### src/rtl/cpu_host_pkg.sv
// Shared opcodes, FSM encoding and response constants for the CPU host sequencer.
// No logic or state of its own; imported by cpu_host_ctrl and run_timer.
// Backpressure does not apply here.
package cpu_host_pkg;

    localparam logic [2:0] OP_NOP     = 3'd0;
    localparam logic [2:0] OP_WR_IMEM = 3'd1;
    localparam logic [2:0] OP_RD_IMEM = 3'd2;
    localparam logic [2:0] OP_WR_DMEM = 3'd3;
    localparam logic [2:0] OP_RD_DMEM = 3'd4;
    localparam logic [2:0] OP_RUN     = 3'd5;

    typedef enum logic [2:0] {
        ST_IDLE,
        ST_WRITE,
        ST_RD_ISSUE,
        ST_RD_CAPT,
        ST_RUN,
        ST_RSP
    } state_t;

    typedef struct packed {
        logic        err;
        logic [31:0] dat;
    } rsp_t;

    localparam rsp_t RSP_ERR = '{err: 1'b1, dat: 32'd0};

    // A word address is usable only if every bit above the memory's index width is zero.
    function automatic logic addr_fits(input logic [31:0] addr, input int unsigned width);
        return (addr >> width) == 32'd0;
    endfunction

endpackage

### src/rtl/run_timer.sv
// Loadable down-counter that opens a CPU enable window of up to N cycles.
// Enable rises the cycle after load; last is combinational on the final enabled cycle.
// No backpressure; abort cuts the window short at the current cycle.
module run_timer
    import cpu_host_pkg::*;
#(
    parameter int DATA_W = 32
) (
    input  logic              clk,
    input  logic              rst,
    input  logic              load,
    input  logic [DATA_W-1:0] load_val,
    input  logic              abort,
    output logic              active,
    output logic              last,
    output logic [DATA_W-1:0] executed
);

    logic [DATA_W-1:0] remaining;

    assign last = active && (abort || (remaining == DATA_W'(1)));

    always_ff @(posedge clk) begin
        if (rst) begin
            remaining <= '0;
            executed  <= '0;
            active    <= 1'b0;
        end else if (load) begin
            remaining <= load_val;
            executed  <= '0;
            active    <= (load_val != '0);
        end else if (active) begin
            remaining <= remaining - DATA_W'(1);
            executed  <= executed + DATA_W'(1);
            if (last) begin
                active <= 1'b0;
            end
        end
    end

endmodule

### src/rtl/cpu_host_ctrl.sv
// Host command sequencer driving CPU enable and the IMEM/DMEM external ports.
// Write: response 2 cycles after accept; read: 3; RUN N: N+1; NOP/error/RUN 0: 1.
// One command in flight: cmd_ready only in IDLE; response held until rsp_ready.
module cpu_host_ctrl
    import cpu_host_pkg::*;
#(
    parameter int IMEM_ADDR_W = 9,
    parameter int DMEM_ADDR_W = 10,
    parameter int DATA_W      = 32
) (
    input  logic              clk,
    input  logic              rst,
    input  logic              cmd_valid,
    output logic              cmd_ready,
    input  logic [2:0]        cmd_op,
    input  logic [31:0]       cmd_addr,
    input  logic [DATA_W-1:0] cmd_data,
    input  logic              run_abort,
    output logic              rsp_valid,
    input  logic              rsp_ready,
    output logic [DATA_W-1:0] rsp_data,
    output logic              rsp_err,
    output logic              running,
    output logic              cpu_enable,
    output logic [31:0]       addr_ext,
    output logic              wen_ext,
    output logic              ren_ext,
    output logic [31:0]       wdata_ext,
    input  logic [31:0]       rdata_ext,
    output logic [31:0]       addr_ext_2,
    output logic              wen_ext_2,
    output logic              ren_ext_2,
    output logic [31:0]       wdata_ext_2,
    input  logic [31:0]       rdata_ext_2,
    output logic [DATA_W-1:0] cycle_count
);

    state_t            state_q, state_nxt;
    logic [2:0]        op_q;
    logic [31:0]       addr_q;
    logic [DATA_W-1:0] data_q;
    logic [DATA_W-1:0] rsp_data_q, rsp_data_nxt;
    logic              rsp_err_q, rsp_err_nxt, rsp_load;
    logic              tmr_load, tmr_active, tmr_last;
    logic [DATA_W-1:0] tmr_exec;
    logic              cmd_is_imem, op_is_imem, wr_cyc, rd_cyc;

    assign cmd_is_imem = (cmd_op == OP_WR_IMEM) || (cmd_op == OP_RD_IMEM);
    assign op_is_imem  = (op_q == OP_WR_IMEM) || (op_q == OP_RD_IMEM);

    run_timer #(.DATA_W(DATA_W)) u_run_timer (
        .clk      (clk),
        .rst      (rst),
        .load     (tmr_load),
        .load_val (cmd_data),
        .abort    (run_abort),
        .active   (tmr_active),
        .last     (tmr_last),
        .executed (tmr_exec)
    );

    always_comb begin
        state_nxt    = state_q;
        rsp_load     = 1'b0;
        rsp_data_nxt = '0;
        rsp_err_nxt  = 1'b0;
        tmr_load     = 1'b0;
        case (state_q)
            ST_IDLE: begin
                if (cmd_valid) begin
                    // Default is an immediate zero response; writes keep it as their answer.
                    state_nxt = ST_RSP;
                    rsp_load  = 1'b1;
                    case (cmd_op)
                        OP_NOP: ;
                        OP_WR_IMEM, OP_RD_IMEM, OP_WR_DMEM, OP_RD_DMEM: begin
                            if (!addr_fits(cmd_addr, cmd_is_imem ? IMEM_ADDR_W : DMEM_ADDR_W)) begin
                                rsp_err_nxt  = RSP_ERR.err;
                                rsp_data_nxt = DATA_W'(RSP_ERR.dat);
                            end else if ((cmd_op == OP_WR_IMEM) || (cmd_op == OP_WR_DMEM)) begin
                                state_nxt = ST_WRITE;
                            end else begin
                                state_nxt = ST_RD_ISSUE;
                            end
                        end
                        OP_RUN: begin
                            if (cmd_data != '0) begin
                                state_nxt = ST_RUN;
                                tmr_load  = 1'b1;
                            end
                        end
                        default: begin
                            rsp_err_nxt  = RSP_ERR.err;
                            rsp_data_nxt = DATA_W'(RSP_ERR.dat);
                        end
                    endcase
                end
            end
            ST_WRITE:    state_nxt = ST_RSP;
            ST_RD_ISSUE: state_nxt = ST_RD_CAPT;
            ST_RD_CAPT: begin
                rsp_load     = 1'b1;
                rsp_data_nxt = DATA_W'(op_is_imem ? rdata_ext : rdata_ext_2);
                state_nxt    = ST_RSP;
            end
            ST_RUN: begin
                if (tmr_last) begin
                    rsp_load     = 1'b1;
                    rsp_data_nxt = tmr_exec + DATA_W'(1);
                    state_nxt    = ST_RSP;
                end
            end
            ST_RSP: begin
                if (rsp_ready) begin
                    state_nxt = ST_IDLE;
                end
            end
            default: state_nxt = ST_IDLE;
        endcase
    end

    always_ff @(posedge clk) begin
        if (rst) begin
            state_q     <= ST_IDLE;
            op_q        <= OP_NOP;
            addr_q      <= '0;
            data_q      <= '0;
            rsp_data_q  <= '0;
            rsp_err_q   <= 1'b0;
            cycle_count <= '0;
        end else begin
            state_q <= state_nxt;
            if (cmd_valid && cmd_ready) begin
                op_q   <= cmd_op;
                addr_q <= cmd_addr;
                data_q <= cmd_data;
            end
            if (rsp_load) begin
                rsp_data_q <= rsp_data_nxt;
                rsp_err_q  <= rsp_err_nxt;
            end
            if (cpu_enable) begin
                cycle_count <= cycle_count + DATA_W'(1);
            end
        end
    end

    assign cmd_ready  = (state_q == ST_IDLE);
    assign rsp_valid  = (state_q == ST_RSP);
    assign rsp_data   = rsp_data_q;
    assign rsp_err    = rsp_err_q;
    assign cpu_enable = tmr_active;
    assign running    = tmr_active;

    assign wr_cyc = (state_q == ST_WRITE);
    assign rd_cyc = (state_q == ST_RD_ISSUE);

    assign wen_ext     = wr_cyc && op_is_imem;
    assign ren_ext     = rd_cyc && op_is_imem;
    assign addr_ext    = ((wr_cyc || rd_cyc) && op_is_imem) ? addr_q : 32'd0;
    assign wdata_ext   = (wr_cyc && op_is_imem) ? 32'(data_q) : 32'd0;
    assign wen_ext_2   = wr_cyc && !op_is_imem;
    assign ren_ext_2   = rd_cyc && !op_is_imem;
    assign addr_ext_2  = ((wr_cyc || rd_cyc) && !op_is_imem) ? addr_q : 32'd0;
    assign wdata_ext_2 = (wr_cyc && !op_is_imem) ? 32'(data_q) : 32'd0;

endmodule

### config.mk
export PLATFORM = sky130hd
export DESIGN_NAME = cpu_host_ctrl
export DESIGN_NICKNAME = d
export VERILOG_FILES = /design/src/rtl/cpu_host_pkg.sv /design/src/rtl/run_timer.sv /design/src/rtl/cpu_host_ctrl.sv
export SDC_FILE = /design/constraint.sdc
export NUM_CORES = 1
export LEC_CHECK = 0
export ABC_AREA = 1
export BUFFER_PORTS_ARGS = -buffer_cell sky130_fd_sc_hd__buf_2
export CAP_MARGIN = 40
export CELL_PAD_IN_SITES_DETAIL_PLACEMENT = 1
export CELL_PAD_IN_SITES_GLOBAL_PLACEMENT = 1
export CORE_UTILIZATION = 40
export CTS_BUF_LIST = sky130_fd_sc_hd__clkbuf_4
export CTS_CLUSTER_SIZE = 28
export DETAILED_ROUTE_END_ITERATION = 8
export PLACE_DENSITY_LB_ADDON = 0.1
export SLEW_MARGIN = 5
export SYNTH_ARGS = -nofsm -noshare
export SYNTH_HDL_FRONTEND = slang
export SYNTH_HIERARCHICAL = 1
export SYNTH_SLANG_ARGS = --single-unit
export TNS_END_PERCENT = 20
### constraint.sdc
create_clock -name clk -period 5.7 [get_ports clk]
set_clock_uncertainty 0.1 [all_clocks]
set_input_delay 1.14 -clock clk [delete_from_list [all_inputs] [get_ports clk]]
set_output_delay 1.14 -clock clk [all_outputs]
set_load 0.02 [all_outputs]
After elaboration in Yosys (flattened, before gate mapping)
Cells that the tools add are included.

storage, ports and cells
  output and inout bits = 201
  bits of input ports = 136
  register bits = 200
  logic and storage cells = 86

operators by class
  equality and inequality tests = 16
  add/subtract/negate cells = 3
  shift operators = 1
  mux-type cells = 32
  reductions and logical operators = 24

operator list
  operator                                                               number
  32-bit 2-to-1 mux                                                      8
  32-bit by 1-bit adder with 32-bit output (second input constant)       2
  32-bit case mux with 2 select lines                                    1
  32-bit by 1-bit == test with 1-bit output (second input constant)      1
  32-bit zero test                                                       1
  32-bit nonzero test                                                    1
  32-bit by 4-bit right shift with 32-bit output                         1
  32-bit by 1-bit subtractor with 32-bit output (second input constant)  1
  3-bit by 2-bit == test with 1-bit output (second input constant)       5
  3-bit case mux with 5 select lines                                     1
  1-bit 2-to-1 mux                                                       13
  3-bit == test (second input constant)                                  4
  3-bit 2-to-1 mux                                                       4
  3-bit by 1-bit == test with 1-bit output (second input constant)       3
  1-bit logical AND                                                      8
  3-bit zero test                                                        2
  3-bit case mux with 2 select lines                                     1
  2-bit OR reduction                                                     3
  1-bit logical OR                                                       5
  2-bit 2-to-1 mux                                                       2
  2-bit != test (second input constant)                                  2
  4-bit OR reduction                                                     1
  1-bit case mux with 3 select lines                                     1
  3-bit AND reduction                                                    1
  4 further kinds                                                        4

Longest topological paths before layout
Gate-level depths: netlist of run 1.

  depth after elaboration = 9
  depth in mapped cells = 15
  gate-level depth less buffers = 14

Hierarchy
The synthesis of run 1 kept the hierarchy.

modules (own cells, without submodules)
  module         times used  cells each  area an instance (µm²)
  cpu_host_ctrl  1           1315        7843.8
  run_timer      1           647         4122.7

Least setup slack after synthesis of run 1
No wires, ideal clock.

  path type = reg2out
  start point = register op_q[1]
  end point = output wdata_ext[10]
  required time = 4.460 ns
  arrival = 1.772 ns
  path slack = 2.688 ns
  cell stages (with the launch flop) = 9
  path through = dfxtp_1 nand2_1 nand2_1 nor2_2 inv_1 nor2_1 inv_1 clkbuf_1 nor2_1

on the way
  word-level cells in the longest chain between the ends = 4
  elaborated cells between the ends (all ways) = 5
  classes of those cells = eq/ne: 2; mux: 1; reduce/logical: 2

RTL lines
  element                                                                                               line                  source
  from (decl)                                                                                           cpu_host_ctrl.sv:39   logic [2:0] op_q;
  from (signal assigned)                                                                                cpu_host_ctrl.sv:134  op_q <= cmd_op;
  3-bit by 1-bit == test with 1-bit output or 3-bit by 2-bit == test with 1-bit output (tied branches)  cpu_host_ctrl.sv:49   assign op_is_imem = (op_q == OP_WR_IMEM) || (op_q == OP_RD_IMEM);
  1-bit logical OR (*)                                                                                  cpu_host_ctrl.sv:49
  1-bit logical AND (*)                                                                                 -
  named net wen_ext                                                                                     cpu_host_ctrl.sv:26   output logic wen_ext,
  32-bit 2-to-1 mux (*)                                                                                 cpu_host_ctrl.sv:161  assign wdata_ext = (wr_cyc && op_is_imem) ? 32'(data_q) : 32'd0;
  to (decl)                                                                                             cpu_host_ctrl.sv:28   output logic [31:0] wdata_ext,

The timed path passes the listed nets; every way through them passes the cells marked *.

Final worst setup path of run 1
  start point = register op_q[1]
  end point = output wdata_ext[25]

on the way
  word-level cells in the longest chain between the ends = 4
  elaborated cells between the ends (all ways) = 5
  classes of those cells = eq/ne: 2; mux: 1; reduce/logical: 2

RTL lines
  element                                                                                               line
  3-bit by 1-bit == test with 1-bit output or 3-bit by 2-bit == test with 1-bit output (tied branches)  cpu_host_ctrl.sv:49
  1-bit logical OR (*)                                                                                  cpu_host_ctrl.sv:49
  1-bit logical AND (*)                                                                                 cpu_host_ctrl.sv:161
  32-bit 2-to-1 mux (*)                                                                                 cpu_host_ctrl.sv:161

Mark *: on every way between the ends. The rest lies on a longest branch, timed or not.

==> results.md, run 1 <==
- Distinct cells, synth: 47
- Hpwl dp: 35.8 mm
- Share of layout cells above drive strength 1: 19.9%
- R2r startpoint: u_run_timer/remaining[12]
- Worst Setup SP: op_q[1]
- Initial antenna violation count: 1
- Final WS setup: about 1.6 ns
- Worst Hold Launch: op_q[2]
- Async SR Flop Fraction: 0%
- Max IR drop VDD: 194 µV
- Mean Syn Cell Area: 6.10 µm²
- Rows: 62
- Vias in the first global route: about 14,000
- Clock Tree Buf Depth: 2
- # hold bufs at CTS: 0
- Clk slew on worst S/H paths: 0.20 ns
- Area Overhead vs Synth: 19.9%
- PortBufs: 336
- Skew-Pair Late Insertion Delay: 0.63 ns
- Post-CTS sizing: 0
- Final ANT Viol Nets: 0
- CP Max Fanout: 35
- RSZ-0062 raised after global routing: no
- GP Congestion: 0.912
- Core area: about 29,000 µm²
- EDFF count, synth: 0
- Slew Limit Fails: 0
- Setup TNS: 0 ns
- Synth Instances: roughly 2,000
- Gr usage total: 29.6%
- Synth Cell Area: 12,000 µm²
- Max-cap viol count: 0
- Hold/Removal Path Class: reg -> reg
- CP Capture Type: output port
- Worst-margin pin slew: 0.934 ns
- Total wire length: 45.8 mm
- Kind of critical path: reg -> out
- Clk sinks: 200
- CTS HTree Levels: 4
- Most common cell after layout, fill and taps aside: nor2_1
- CTS tree: yes
- Die Ht: between 150 and 200 µm
- DR vias: 13,929
- Worst endpoint data arrival time: 2.83 ns
- Fin crit share: 71.4%
- Synth Net Count: roughly 2,100
- PwrDens: between 200 and 300 nW/µm²
- DR iter-0 viols: 734
- Relative slew slack: 37.7%
- Final hold violations: 0
- Synth area leader: dfxtp_1
- Grt ovf: 0
- FMAX: about 0.25 GHz
- Largest net degree at the start of global routing: 133
- Nets@finish: 2,402
- Crit path launch type: flop
- Post-Place Setup Slack: 2.05 ns
- WP data required: 4.46 ns
- Inserted Clock Buffers: 17
- Routed len/inst: 17.2 µm
- Seq/Total Area, Yosys: 33.5%
- Ys Warns: 6
- Largest cells by area after synthesis: dfxtp_1 33%, nor2_1 14%, nand2_1 13%
- I/O pins: 337
- Initial core utilization: 41.1%
- Post-CTS setup buffer count: 0
- #FFs+latches synth: 200
- CP max stage cell: dfxtp_1
- Min Tclk post-route: 4.07 ns
- Die area: 30,600 µm²
- CP cell instances: nand2_1 -> nand2_1 -> nor2_2 -> buf_4 -> inv_1 -> buf_4 -> nor2_1 -> inv_1 -> buf_16 -> nor2_1 -> buf_2
- First-pass GRT wire length: 72.8 mm
- Crit-path max cell delay: 0.36 ns
- Ys flop type: dfxtp_1
- Outcome: finished clean
- Final Setup Violations: 0
- Most frequent cells in the layout: 434 x nor2_1, 428 x nand2_1, 336 x buf_2
- Die W: 175 µm
- Pleak: about 6.5 nW
- Root Buffer: clkbuf_4
- Area fraction of the dominant cell type after synthesis: 33.5%
- First-pass iteration count of the detailed router: 5
- Vias per cell: ~5.2
- DRC violations left: 0
[synthesized netlist by cell type, drive strengths merged (17+ instances only)]
cell type	instances
o21ai	141
nand3	106
nand2	438
dfxtp	200
o211ai	17
nor2	464
nor3	37
clkbuf	52
nand4	27
a22oi	22
inv	234
buf	21
a21oi	133
[layout make-up]
cell class | instances | area, µm²
clock buffers | 17 | 128
inverters | 234 | 885
multi-input cells | 1455 | 6760
fillers | 4182 | 14700
clock inverters | 15 | 210
flip-flops and latches | 200 | 4000
repair buffers | 353 | 1880
well taps | 384 | 480
diodes | 1 | 2.50
[layer usage]
metal  vias up  GRT usage, %  share of wire (%)
met5         -             0                  0
met4         0          7.39                1.6
met3        46          4.22                4.7
met2       321          51.9                 49
met1      6704          38.0                 45
li1       6858             -                  -
[through the flow]
step | hold WS (ns) | cell area [µm²] | total power [mW] | std cells | utilization, %
floorplan | 0.330 | 12000 | 2.66 | 1962 | -
global placement | 0.350 | 13900 | 3.04 | 2620 | 47.8
detailed placement | 0.370 | 14000 | 3.12 | 2625 | 48.1
CTS | 0.393 | 14300 | 4.00 | 2657 | 49.2
global route | 0.420 | 14300 | 4.24 | 2659 | 49.3
finish | 0.393 | 14300 | 3.99 | 2659 | 49.3
[power by group]
group / internal (mW) / switching, mW
combinational: 0.439 / 1.06
clock: 0.261 / 0.612
sequential: 1.55 / 0.0690
[worst paths after layout]
check                           cells past startpoint             to  slack [ns]
worst max-delay path                               11  wdata_ext[25]        1.63
worst min-delay path                                2        op_q[2]        0.39
worst max register to register                     14   rsp_data[14]        2.24
worst min register to register                      2        op_q[2]        0.39
[worst max-delay path, delay by kind of cell (launching register included)]
family | cells | cell delay, ns
buf+inv | 6 | 1.19
flops | 1 | 0.36
simple gates | 5 | 0.65
[flip-flops by register name, indices dropped and copies added, names as in the netlist]
name                   cells
addr_q                    32
cycle_count               32
data_q                    32
op_q                       3
rsp_data                  32
rsp_err                    1
state_q                    3
u_run_timer/active         1
u_run_timer/executed      32
u_run_timer/remaining     32
[logic make-up after synthesis]
group,count (synthesis),synth area share [%]
xor gates and xnor gates,23,1.68
buffers and inverters,307,10.1
adders and majority gates,5,0.523
AOI/OAI and AO/OA,338,15.5
DFF,200,33.5
and+or+nand+nor,1089,38.7
Note: power is estimated with default switching activity, not from simulation.
==> inputs of run 2 (changes only) <==
Settings changed: ABC_AREA 1 to 0, CORE_UTILIZATION 40 to 35.
Clock period 5.7 ns to 3.55 ns, I/O delays scaled along.
==> run 2 against run 1 <==
- setup slack got worse by 1.4 ns
- combinational power is 50% lower
- area after synthesis is 9.8% lower
- first-iteration DRC count is 5.3% lower
- sequential share of layout area rose by 2.6 points
- via count shrank 21%
- critical path depth is 3 lower
- clock-buffer cell count did not move
- register-to-register slack got worse by 2.0 ns
- wire length is 17% lower
==> results.md, run 2 <==
- Area fraction of the dominant cell type after synthesis: 37.1% (+3.6 points)
- CP cell instances: or4_4 -> or4_1 -> nor3_1 -> o21a_1 -> and3_1 -> buf_4 -> or2b_2 -> o22ai_1
- Ys Warns: 6 (unchanged)
- FILL cells: 3,744 (-10%)
- PwrDens: 339 nW/µm² (+22%)
- Synth top cells by count: 200 x dfxtp_1, 196 x nand2_1, 109 x a21oi_1
- Vias per cell: 5.40 (+3.2%)
- Slew Limit Fails: 0 (unchanged)
- Worst Hold Launch: cmd_addr[5]
- Synth Cell Area: 10,800 µm² (-9.8%)
- RSZ-0062 raised after global routing: no
- DR iter-0 viols: 695 (-5.3%)
- Clock Tree Buf Depth: 2 (unchanged)
- Die Ht: 178 µm (+1.5%)
- Initial core utilization: 36.0% (-5.1 points)
- Largest cells by area after synthesis: dfxtp_1 37%, nand2_1 6.8%, and2_1 5.7%
- GP Congestion: 0.798 (-13%)
- Nets@finish: 1,782 (-26%)
- Relative slew slack: 50.1% (+12 points)
- Hold/Removal Path Class: in -> reg
- Vias in the first global route: 10,664 (-22%)
- DR vias: 11,061 (-21%)
- First-pass iteration count of the detailed router: 5 (unchanged)
- Initial antenna violation count: 4 (+3)
- Max IR drop VDD: 154 µV (-21%)
- Final hold violations: 0 (unchanged)
- Crit-path max cell delay: 0.61 ns (+0.25 ns)
- CP max stage cell: or4_4
- # hold bufs at CTS: 0 (unchanged)
- #FFs+latches synth: 200 (unchanged)
- R2r endpoint: rsp_data[19]
- Gr usage total: 23.4% (-6.2 points)
- Skew-Pair Late Insertion Delay: 0.61 ns (-0.02 ns)
- Largest net degree at the start of global routing: 111 (-17%)
- Pleak: 5.48 nW (-16%)
- Grt ovf: 0 (unchanged)
- Rows: 63 (+1.6%)
- Synth area leader: dfxtp_1
- Fin crit share: 92.8%
- CP Capture Type: flop
- Kind of critical path: reg -> reg
- Routed len/inst: 18.5 µm (+7.6%)
- Flop2flop setup slack: 0.25 ns (-1.99 ns)
- Hpwl dp: 28.3 mm (-21%)
- Die area: 31,600 µm² (+3.1%)
- Setup TNS: 0 ns (unchanged)
- Multi-input logic area: 6330 µm² (-6.3%)
- Worst-margin pin slew: 0.748 ns (-0.186 ns)
- Async SR Flop Fraction: 0% (unchanged)
- Synth Instances: 1,346 (-31%)
- Inserted Clock Buffers: 17 (unchanged)
- Worst endpoint data arrival time: 3.74 ns (+0.91 ns)
- Clk slew on worst S/H paths: 0.17 ns (-0.03 ns)
- CP Max Fanout: 13 (-63%)
- Ys flop type: dfxtp_1
- DRC violations left: 0 (unchanged)
- Most frequent cells in the layout: 335 x buf_2, 199 x dfxtp_1, 195 x nand2_1
- Mean Syn Cell Area: 8.02 µm² (+32%)
- Final ANT Viol Nets: 0 (unchanged)
- Share of layout cells above drive strength 1: 27.4% (+7.5 points)
- Seq. cell area: 4010 µm² (about the same)
- Most common cell after layout, fill and taps aside: buf_2
- Worst Reg-to-Reg Cells: 8 (-6)
- Crit path max-delay family: simple AND/OR/NAND/NOR gates
- CTS tree: yes
- WP data required: 4.00 ns (-0.46 ns)
- First-pass GRT wire length: 58.0 mm (-20%)
- Top-count cell post-synth: dfxtp_1
- PortBufs: 336 (unchanged)
- Min Tclk post-route: around 3.3 ns
- CTS HTree Levels: 4 (unchanged)
- Worst hold path endpoint: addr_q[5]
- FMAX: between 0.3 and 0.4 GHz
- Final Setup Violations: 0 (unchanged)
- I/O pins: 337 (unchanged)
- Outcome: finished clean
- Seq/Total Area, Yosys: 37.1% (+3.6 points)
- Area Overhead vs Synth: 21.6%
- Die W: 178 µm (+1.5%)
- Core area: 30,000 µm² (+3.0%)
- Crit path launch type: flop
- CP Buf/Inv Count: 1 (-5)
- Total chip power: 4.45 mW (+11%)
- EDFF count, synth: 0 (unchanged)
- Synth Net Count: 1,487 (-29%)
- Root Buffer: clkbuf_4
- R2r startpoint: u_run_timer/remaining[15]
- Total wire length: 37.9 mm (-17%)
- Hold Path Stages: 3 (+1)
- Distinct cells, synth: 74 (+57%)
- Clk sinks: 200 (unchanged)
- Max-cap viol count: 0 (unchanged)
run 2: cell types whose count changed in the layout (fill, tap and decap cells not counted), sizes merged, moves of 39 or more:
cell   delta
xor2     +40
and2     +97
nand3    -58
nor4     +39
o21ai   -118
inv     -219
nand2   -242
nor2    -363
run 2: logic make-up (layout without fill, tap and decap cells):
logic type	Yosys count	after routing	share of synthesized area, %
simple gates	671	671	33.3
compound gates	256	256	15.2
flops	200	200	37.1
buf+inv	108	415	4.48
xor+xnor	72	72	5.84
mux	34	34	3.52
fa+ha+maj	5	5	0.579
other cells	0	4	0
run 2: cell type report:
cell class / instances / share of cell area (%)
Sequential cell: 200 / 30.5
Multi-Input combinational cell: 1038 / 48.2
Clock inverter: 14 / 1.24
Inverter: 18 / 0.515
Clock buffer: 17 / 0.972
Tap cell: 390 / 3.72
Timing Repair Buffer: 366 / 14.7
Antenna cell: 4 / 0.0763
run 2: how the worst max path moves through the flow:
stage	start	to	cells after the start
floorplan	u_run_timer/remaining[15]	rsp_data[10]	12
global placement	u_run_timer/remaining[15]	rsp_data[19]	8
detailed placement	u_run_timer/remaining[15]	rsp_data[22]	8
CTS	state_q[0]	wdata_ext_2[17]	6
global route	state_q[0]	wdata_ext_2[17]	6
finish	u_run_timer/remaining[15]	rsp_data[19]	8
run 2: routing by layer:
layer | GRT usage [%] | share of wire (%) | up-vias
met2 | 41.0 | 49 | 342
met1 | 29.8 | 44 | 5290
met5 | 0 | 0 | -
met3 | 3.41 | 5.0 | 35
li1 | - | - | 5394
met4 | 6.23 | 1.6 | 0
run 2: where the power goes:
group,total [mW],switching (mW),internal [mW]
clock,1.30,0.870,0.433
sequential,2.39,0.0686,2.32
combinational,0.751,0.470,0.281
total,4.45,1.41,3.04
run 2: what timing repair did:
item,4_1_cts,5_1_grt
setup buffers,0,0
endpoints found under the setup margin,0,2
gates resized for setup,0,1
run 2: stage by stage:
stage	hold WS, ns	worst slack, ns	util, %	cells	area (µm²)
detailed placement	0.353	0.291	42.8	2012	12800
finish	0.209	0.254	43.8	2047	13100
global placement	0.338	0.346	42.8	2011	12800
CTS	0.152	0.0654	43.8	2043	13100
floorplan	0.337	0.442	-	1346	10800
global route	0.160	0.0633	43.8	2047	13100
run 2: worst reg2reg max path, cell delays in order (launching register included):
cell and delay, ns:
dfxtp_1 0.37, or4_4 0.61, or4_1 0.58, nor3_1 0.27, o21a_1 0.21, and3_1 0.27
buf_4 0.19, or2b_2 0.43, o22ai_1 0.20
